### config.mk
export PLATFORM = sky130hd
export DESIGN_NAME = amber48_uart_tx
export DESIGN_NICKNAME = d
export VERILOG_FILES = /design/src/rtl/amber48_pkg.sv /design/src/rtl/amber48_sync_fifo.sv /design/src/rtl/amber48_uart_tx.sv
export SDC_FILE = /design/constraint.sdc
export NUM_CORES = 1
export LEC_CHECK = 0
export CORE_ASPECT_RATIO = 0.8
export CORE_MARGIN = 2
export CORE_UTILIZATION = 64
export DETAILED_ROUTE_END_ITERATION = 8
export PLACE_DENSITY_LB_ADDON = 0.2
export SYNTH_ARGS = -nofsm -noshare
export SYNTH_HDL_FRONTEND = slang
export SYNTH_SLANG_ARGS = --single-unit
### constraint.sdc
create_clock -name clk_i -period 4.2 [get_ports clk_i]
set_input_delay 0.84 -clock clk_i [delete_from_list [all_inputs] [get_ports clk_i]]
set_output_delay 0.84 -clock clk_i [all_outputs]
set_load 0.02 [all_outputs]
### src/rtl/amber48_pkg.sv
// Shared types and constants for the amber48 UART transmitter.
// Pure declarations; no timing or flow-control behaviour lives here.
package amber48_pkg;

  localparam int UART_DATA_BITS            = 8;
  localparam int UART_DEFAULT_CLKS_PER_BIT = 434;

  typedef enum logic [1:0] {
    UART_PARITY_NONE,
    UART_PARITY_EVEN,
    UART_PARITY_ODD
  } uart_parity_e;

  typedef enum logic [2:0] {
    IDLE,
    START,
    DATA,
    PARITY,
    STOP
  } uart_tx_state_e;

endpackage

### src/rtl/amber48_sync_fifo.sv
// Byte FIFO, first-word-fall-through: rdata shows the head entry with zero read latency.
// Pushes into a full FIFO and pops from an empty one are ignored (full/empty judged pre-edge).
module amber48_sync_fifo #(
  parameter int WIDTH = 8,
  parameter int DEPTH = 8
) (
  input  logic                     clk,
  input  logic                     rst,
  input  logic                     push,
  input  logic                     pop,
  input  logic [WIDTH-1:0]         wdata,
  output logic [WIDTH-1:0]         rdata,
  output logic [$clog2(DEPTH):0]   count,
  output logic                     full,
  output logic                     empty
);

  localparam int AW = $clog2(DEPTH);

  logic [WIDTH-1:0] mem [DEPTH];
  logic [AW-1:0]    wptr;
  logic [AW-1:0]    rptr;
  logic             do_push;
  logic             do_pop;

  assign full    = (count == (AW+1)'(DEPTH));
  assign empty   = (count == '0);
  assign do_push = push && !full;
  assign do_pop  = pop && !empty;
  assign rdata   = mem[rptr];

  always_ff @(posedge clk) begin
    if (do_push) mem[wptr] <= wdata;
  end

  // Pointers wrap naturally because DEPTH is a power of two.
  always_ff @(posedge clk) begin
    if (rst) begin
      wptr  <= '0;
      rptr  <= '0;
      count <= '0;
    end else begin
      if (do_push) wptr <= wptr + 1'b1;
      if (do_pop)  rptr <= rptr + 1'b1;
      count <= count + (AW+1)'(do_push) - (AW+1)'(do_pop);
    end
  end

endmodule

### src/rtl/amber48_uart_tx.sv
// UART transmitter: FIFO-buffered bytes out as 8-bit frames; first start bit one cycle after the write.
// tx_ready_o drops at DEPTH-1 entries so a valid arriving one cycle after ready was sampled still fits.
module amber48_uart_tx
  import amber48_pkg::*;
#(
  parameter int           CLKS_PER_BIT = UART_DEFAULT_CLKS_PER_BIT,
  parameter int           FIFO_DEPTH   = 8,
  parameter uart_parity_e PARITY       = UART_PARITY_NONE,
  parameter int           STOP_BITS    = 1
) (
  input  logic                            clk_i,
  input  logic                            rst_i,
  input  logic                            tx_valid_i,
  input  logic [7:0]                      tx_data_i,
  output logic                            tx_ready_o,
  output logic                            tx_o,
  output logic                            busy_o,
  output logic                            overflow_o,
  output logic [$clog2(FIFO_DEPTH):0]     fifo_count_o
);

  localparam int CW = $clog2(FIFO_DEPTH) + 1;
  localparam int BW = $clog2(CLKS_PER_BIT);
  localparam logic [BW-1:0] BIT_LAST  = BW'(CLKS_PER_BIT - 1);
  localparam logic          STOP_LAST = 1'(STOP_BITS - 1);

  uart_tx_state_e state;
  logic [BW-1:0]  bit_cnt;
  logic [2:0]     bit_idx;
  logic           stop_idx;
  logic [7:0]     shift_q;
  logic           par_q;
  logic           tx_q;
  logic           overflow_q;

  logic [7:0]     fifo_rdata;
  logic [CW-1:0]  fifo_count;
  logic           fifo_full;
  logic           fifo_empty;
  logic           bit_end;
  logic           frame_end;
  logic           pop;

  amber48_sync_fifo #(
    .WIDTH (UART_DATA_BITS),
    .DEPTH (FIFO_DEPTH)
  ) u_fifo (
    .clk   (clk_i),
    .rst   (rst_i),
    .push  (tx_valid_i),
    .pop   (pop),
    .wdata (tx_data_i),
    .rdata (fifo_rdata),
    .count (fifo_count),
    .full  (fifo_full),
    .empty (fifo_empty)
  );

  assign bit_end   = (bit_cnt == BIT_LAST);
  assign frame_end = (state == STOP) && bit_end && (stop_idx == STOP_LAST);
  // Popping on the last stop cycle chains frames with no idle gap.
  assign pop       = !fifo_empty && ((state == IDLE) || frame_end);

  assign tx_o         = tx_q;
  assign busy_o       = !fifo_empty || (state != IDLE);
  assign overflow_o   = overflow_q;
  assign fifo_count_o = fifo_count;
  assign tx_ready_o   = (fifo_count <= CW'(FIFO_DEPTH - 2));

  always_ff @(posedge clk_i) begin
    if (rst_i)                          overflow_q <= 1'b0;
    else if (tx_valid_i && fifo_full)   overflow_q <= 1'b1;
  end

  always_ff @(posedge clk_i) begin
    if (rst_i) begin
      state    <= IDLE;
      bit_cnt  <= '0;
      bit_idx  <= '0;
      stop_idx <= 1'b0;
      shift_q  <= '0;
      par_q    <= 1'b0;
      tx_q     <= 1'b1;
    end else begin
      case (state)
        IDLE: begin
          if (pop) begin
            shift_q <= fifo_rdata;
            par_q   <= (^fifo_rdata) ^ (PARITY == UART_PARITY_ODD);
            bit_cnt <= '0;
            tx_q    <= 1'b0;
            state   <= START;
          end
        end
        START: begin
          if (bit_end) begin
            bit_cnt <= '0;
            bit_idx <= '0;
            tx_q    <= shift_q[0];
            state   <= DATA;
          end else begin
            bit_cnt <= bit_cnt + 1'b1;
          end
        end
        DATA: begin
          if (bit_end) begin
            bit_cnt <= '0;
            if (bit_idx == 3'(UART_DATA_BITS - 1)) begin
              if (PARITY == UART_PARITY_NONE) begin
                stop_idx <= 1'b0;
                tx_q     <= 1'b1;
                state    <= STOP;
              end else begin
                tx_q  <= par_q;
                state <= amber48_pkg::PARITY;
              end
            end else begin
              bit_idx <= bit_idx + 1'b1;
              shift_q <= {1'b0, shift_q[7:1]};
              tx_q    <= shift_q[1];
            end
          end else begin
            bit_cnt <= bit_cnt + 1'b1;
          end
        end
        amber48_pkg::PARITY: begin
          if (bit_end) begin
            bit_cnt  <= '0;
            stop_idx <= 1'b0;
            tx_q     <= 1'b1;
            state    <= STOP;
          end else begin
            bit_cnt <= bit_cnt + 1'b1;
          end
        end
        STOP: begin
          if (bit_end) begin
            bit_cnt <= '0;
            if (stop_idx == STOP_LAST) begin
              if (pop) begin
                shift_q <= fifo_rdata;
                par_q   <= (^fifo_rdata) ^ (PARITY == UART_PARITY_ODD);
                tx_q    <= 1'b0;
                state   <= START;
              end else begin
                tx_q  <= 1'b1;
                state <= IDLE;
              end
            end else begin
              stop_idx <= stop_idx + 1'b1;
            end
          end else begin
            bit_cnt <= bit_cnt + 1'b1;
          end
        end
        default: begin
          tx_q  <= 1'b1;
          state <= IDLE;
        end
      endcase
    end
  end

endmodule

==> reports/summary.txt <==
Synth area leaders - edfxtp_1 (44%), dfxtp_1 (17%), mux2i_1 (7.0%)
Total GRT Usage - 21.99%
Max-Cap Viols - 0
Synth Flop Type - edfxtp_1
Clock Pin Slew Worst Setup and Hold Paths - 0.11 ns
final instance area - 4865 µm²
Critical Path Source Type - flip-flop
status - completed
vias in the first global route - 2,605
Top-Level Pins - 19
ys async rst share - 0%
nets@finish - 396
Hold Vio Cnt, Final - 0
number of synthesized flops with an enable pin - 64
cells along the critical path - nor3_2 -> nand2_1 -> clkdlybuf4s50_1
CTS tree - yes
die footprint - 7574 µm²
dpl ws - 1.407 ns
DRC Markers - 0
critical path's slowest cell - nor3_2
Routed Antenna Nets - 0
kind of critical path - reg -> out
setup TNS - 0 ns
Gate power share - 31.5%
switching share of power - 34.74%
vias - 2,733
Static Leak - 1.656 nW
FP Rows - 27
Clock Sinks - 102
largest net degree at the start of global routing - 26
cell-internal power - 0.001841 W
worst rel slew slack - 36.49%
top-area cell type share of the netlist area - 43.59%
worst-case reg-to-reg path depth - 11
ant diodes - 0
Hold Path Depth - 2
Reg power frac - 46.1%
CTS root buf - clkbuf_8
Commonest cells post-synth - edfxtp_1 (64), dfxtp_1 (38), nor2_1 (32), mux2i_1 (31), inv_1 (23)
hold_buf cts - 0
Peak supply drop - 0.2970 mV
Synthesized Nets - 379
Yosys warning count - 0
Die H - 78.24 µm
routability cong. - 0.8594
Layout area overhead - 10.33%
Slew @ Worst Pin - 0.9513 ns
# fillers - 478
share of post-route cells with drive strength above 1 - 8.777%
Critical Path Sink Type - output port
WHS - 0.4800 ns
part of the Yosys area used for sequential elements - 60.84%
fin crit share - 71.04%
Tmin final - 2.984 ns
cts repair resizes - 0
Critical Path RT - 3.36 ns
routed len/inst - 17.14 µm
unrepaired setup endpoints after global routing - false
Clock power frac - 22.3%
Worst Path Max Fanout - 14
worst setup margin - 1.216 ns
reg-to-reg slack, setup - 1.45 ns
Post-CTS Setup Inserts - 0
most common cell in the netlist - edfxtp_1
Worst path max stage delay - 0.57 ns
leading area contributor after synthesis - edfxtp_1
Cell Pwr Density - 579.8 nW/µm²
FMAX - 0.3352 GHz
Mapped Avg Cell Area - 12.46 µm²
clock buffer depth - 2
total gr overflow - 0
initial antenna violation count - 0
dpl hpwl - 5660 µm
# port buffers - 18
1st-iter DRT viols - 128
Setup Skew - 0.01022 ns
core area - 6790 µm²
final WL - 7935 µm
first-pass GRT wire length - 12,740 µm
die width - 96.80 µm
pins over their slew limit - 0
HP Class - reg -> reg
Initial DRT Pass Iterations - 5
H-tree depth - 3
Synth Register Bits - 102
final core utilization - 71.64%
clk_lat worst skew - 0.37 ns
switching power - 0.0009797 W
Synth Instances - 354
CTS buffer count - 9
routed vias/inst - 5.903
Final setup violation count - 0
CP arrival - 2.14 ns
initial cell density of the core - 64.93%
DP Area - 4654 µm²
Cell variety after synth - 48
Mapped Area - 4409 µm²
sequential cells by signal (all words and copies together) (netlist names), named ones only:
signal / flops
bit_idx: 3
u_fifo.count: 4
shift_q: 8
tx_o: 1
u_fifo.mem: 64
bit_cnt: 9
u_fifo.wptr: 3
overflow_o: 1
state: 3
u_fifo.rptr: 3
routing by layer:
metal / share of wire, % / track usage, % / up-vias
li1: - / - / 1348
met1: 48 / 31.88 / 1306
met2: 45 / 32.15 / 77
met3: 6.9 / 6.768 / 2
met4: 0.38 / 6.901 / 0
met5: 0 / 0 / -
worst max-delay path, delay by kind of cell (launching register included):
kind                   cells  cell delay (ns)
and+or+nand+nor            2             0.75
buffers and inverters      1             0.57
DFF                        1             0.46
cells by family after synthesis:
| group | synth area share, % |
|---|---|
| AND/OR/NAND/NOR | 10.30 |
| flip-flops | 60.84 |
| buffers and inverters | 3.632 |
| AO/OA/AOI/OAI | 10.78 |
| adder cells (fa/ha/maj) | 4.143 |
| XOR/XNOR | 1.987 |
| multiplexers | 8.314 |
cells in the final DEF (no fill, tap or decap), types with 2 or more instances in the layout:
| cell type | netlist | final |
|---|---|---|
| a2111oi_0 | 4 | 4 |
| a211oi_1 | 6 | 6 |
| a21o_1 | 2 | 2 |
| a21oi_1 | 12 | 12 |
| a22oi_1 | 15 | 15 |
| a31oi_1 | 8 | 8 |
| and2_1 | 2 | 2 |
| buf_4 | 0 | 4 |
| clkbuf_8 | 0 | 9 |
| clkdlybuf4s50_1 | 0 | 18 |
| dfxtp_1 | 38 | 38 |
| edfxtp_1 | 64 | 64 |
| ha_1 | 13 | 13 |
| inv_1 | 23 | 23 |
| inv_8 | 0 | 4 |
| mux2i_1 | 31 | 31 |
| mux4_2 | 2 | 2 |
| nand2_1 | 10 | 10 |
| nand2b_1 | 6 | 6 |
| nand3_1 | 9 | 9 |
| nand4_1 | 3 | 3 |
| nor2_1 | 32 | 32 |
| nor2b_1 | 3 | 3 |
| nor3_1 | 3 | 3 |
| nor3b_1 | 2 | 2 |
| o21ai_0 | 3 | 3 |
| o21ai_1 | 2 | 2 |
| o22ai_1 | 8 | 8 |
| or2_2 | 2 | 2 |
| or3_1 | 6 | 6 |
| or3b_2 | 3 | 3 |
| xnor2_1 | 8 | 8 |
| xor2_1 | 2 | 2 |
layout make-up:
| cell class | instances | area [µm²] | share of cell area [%] |
|---|---|---|---|
| tap | 87 | 108.9 | 2.238 |
| timing repair buffer | 22 | 210.2 | 4.321 |
| multi-input combinational | 213 | 1567 | 32.20 |
| clock inverter | 7 | 86.33 | 1.775 |
| inverter | 23 | 86.33 | 1.775 |
| clock buffer | 9 | 123.9 | 2.546 |
| sequential | 102 | 2683 | 55.14 |
stage by stage:
step / cells / power, W
2_1_floorplan: 354 / 0.001947
3_3_place_gp: 447 / 0.002171
3_5_place_dp: 447 / 0.002201
4_1_cts: 463 / 0.002830
5_1_grt: 463 / 0.002992
6_report: 463 / 0.002820
worst paths after layout:
path,to,from
max,busy_o,state[0]
min,bit_idx[2],bit_idx[2]
max reg2reg,u_fifo.count[2],bit_cnt[2]
min reg2reg,bit_idx[2],bit_idx[2]
power groups by stage:
stage,sequential [W],combinational (W),clock (W)
after CTS,0.00130,0.000887,0.000642
final,0.00130,0.000890,0.000630
after global routing,0.00132,0.000988,0.000684
after global placement,0.00132,0.000856,0
after detailed placement,0.00132,0.000879,0
after floorplan,0.00128,0.000664,0
(Power assumes the default switching activity.)
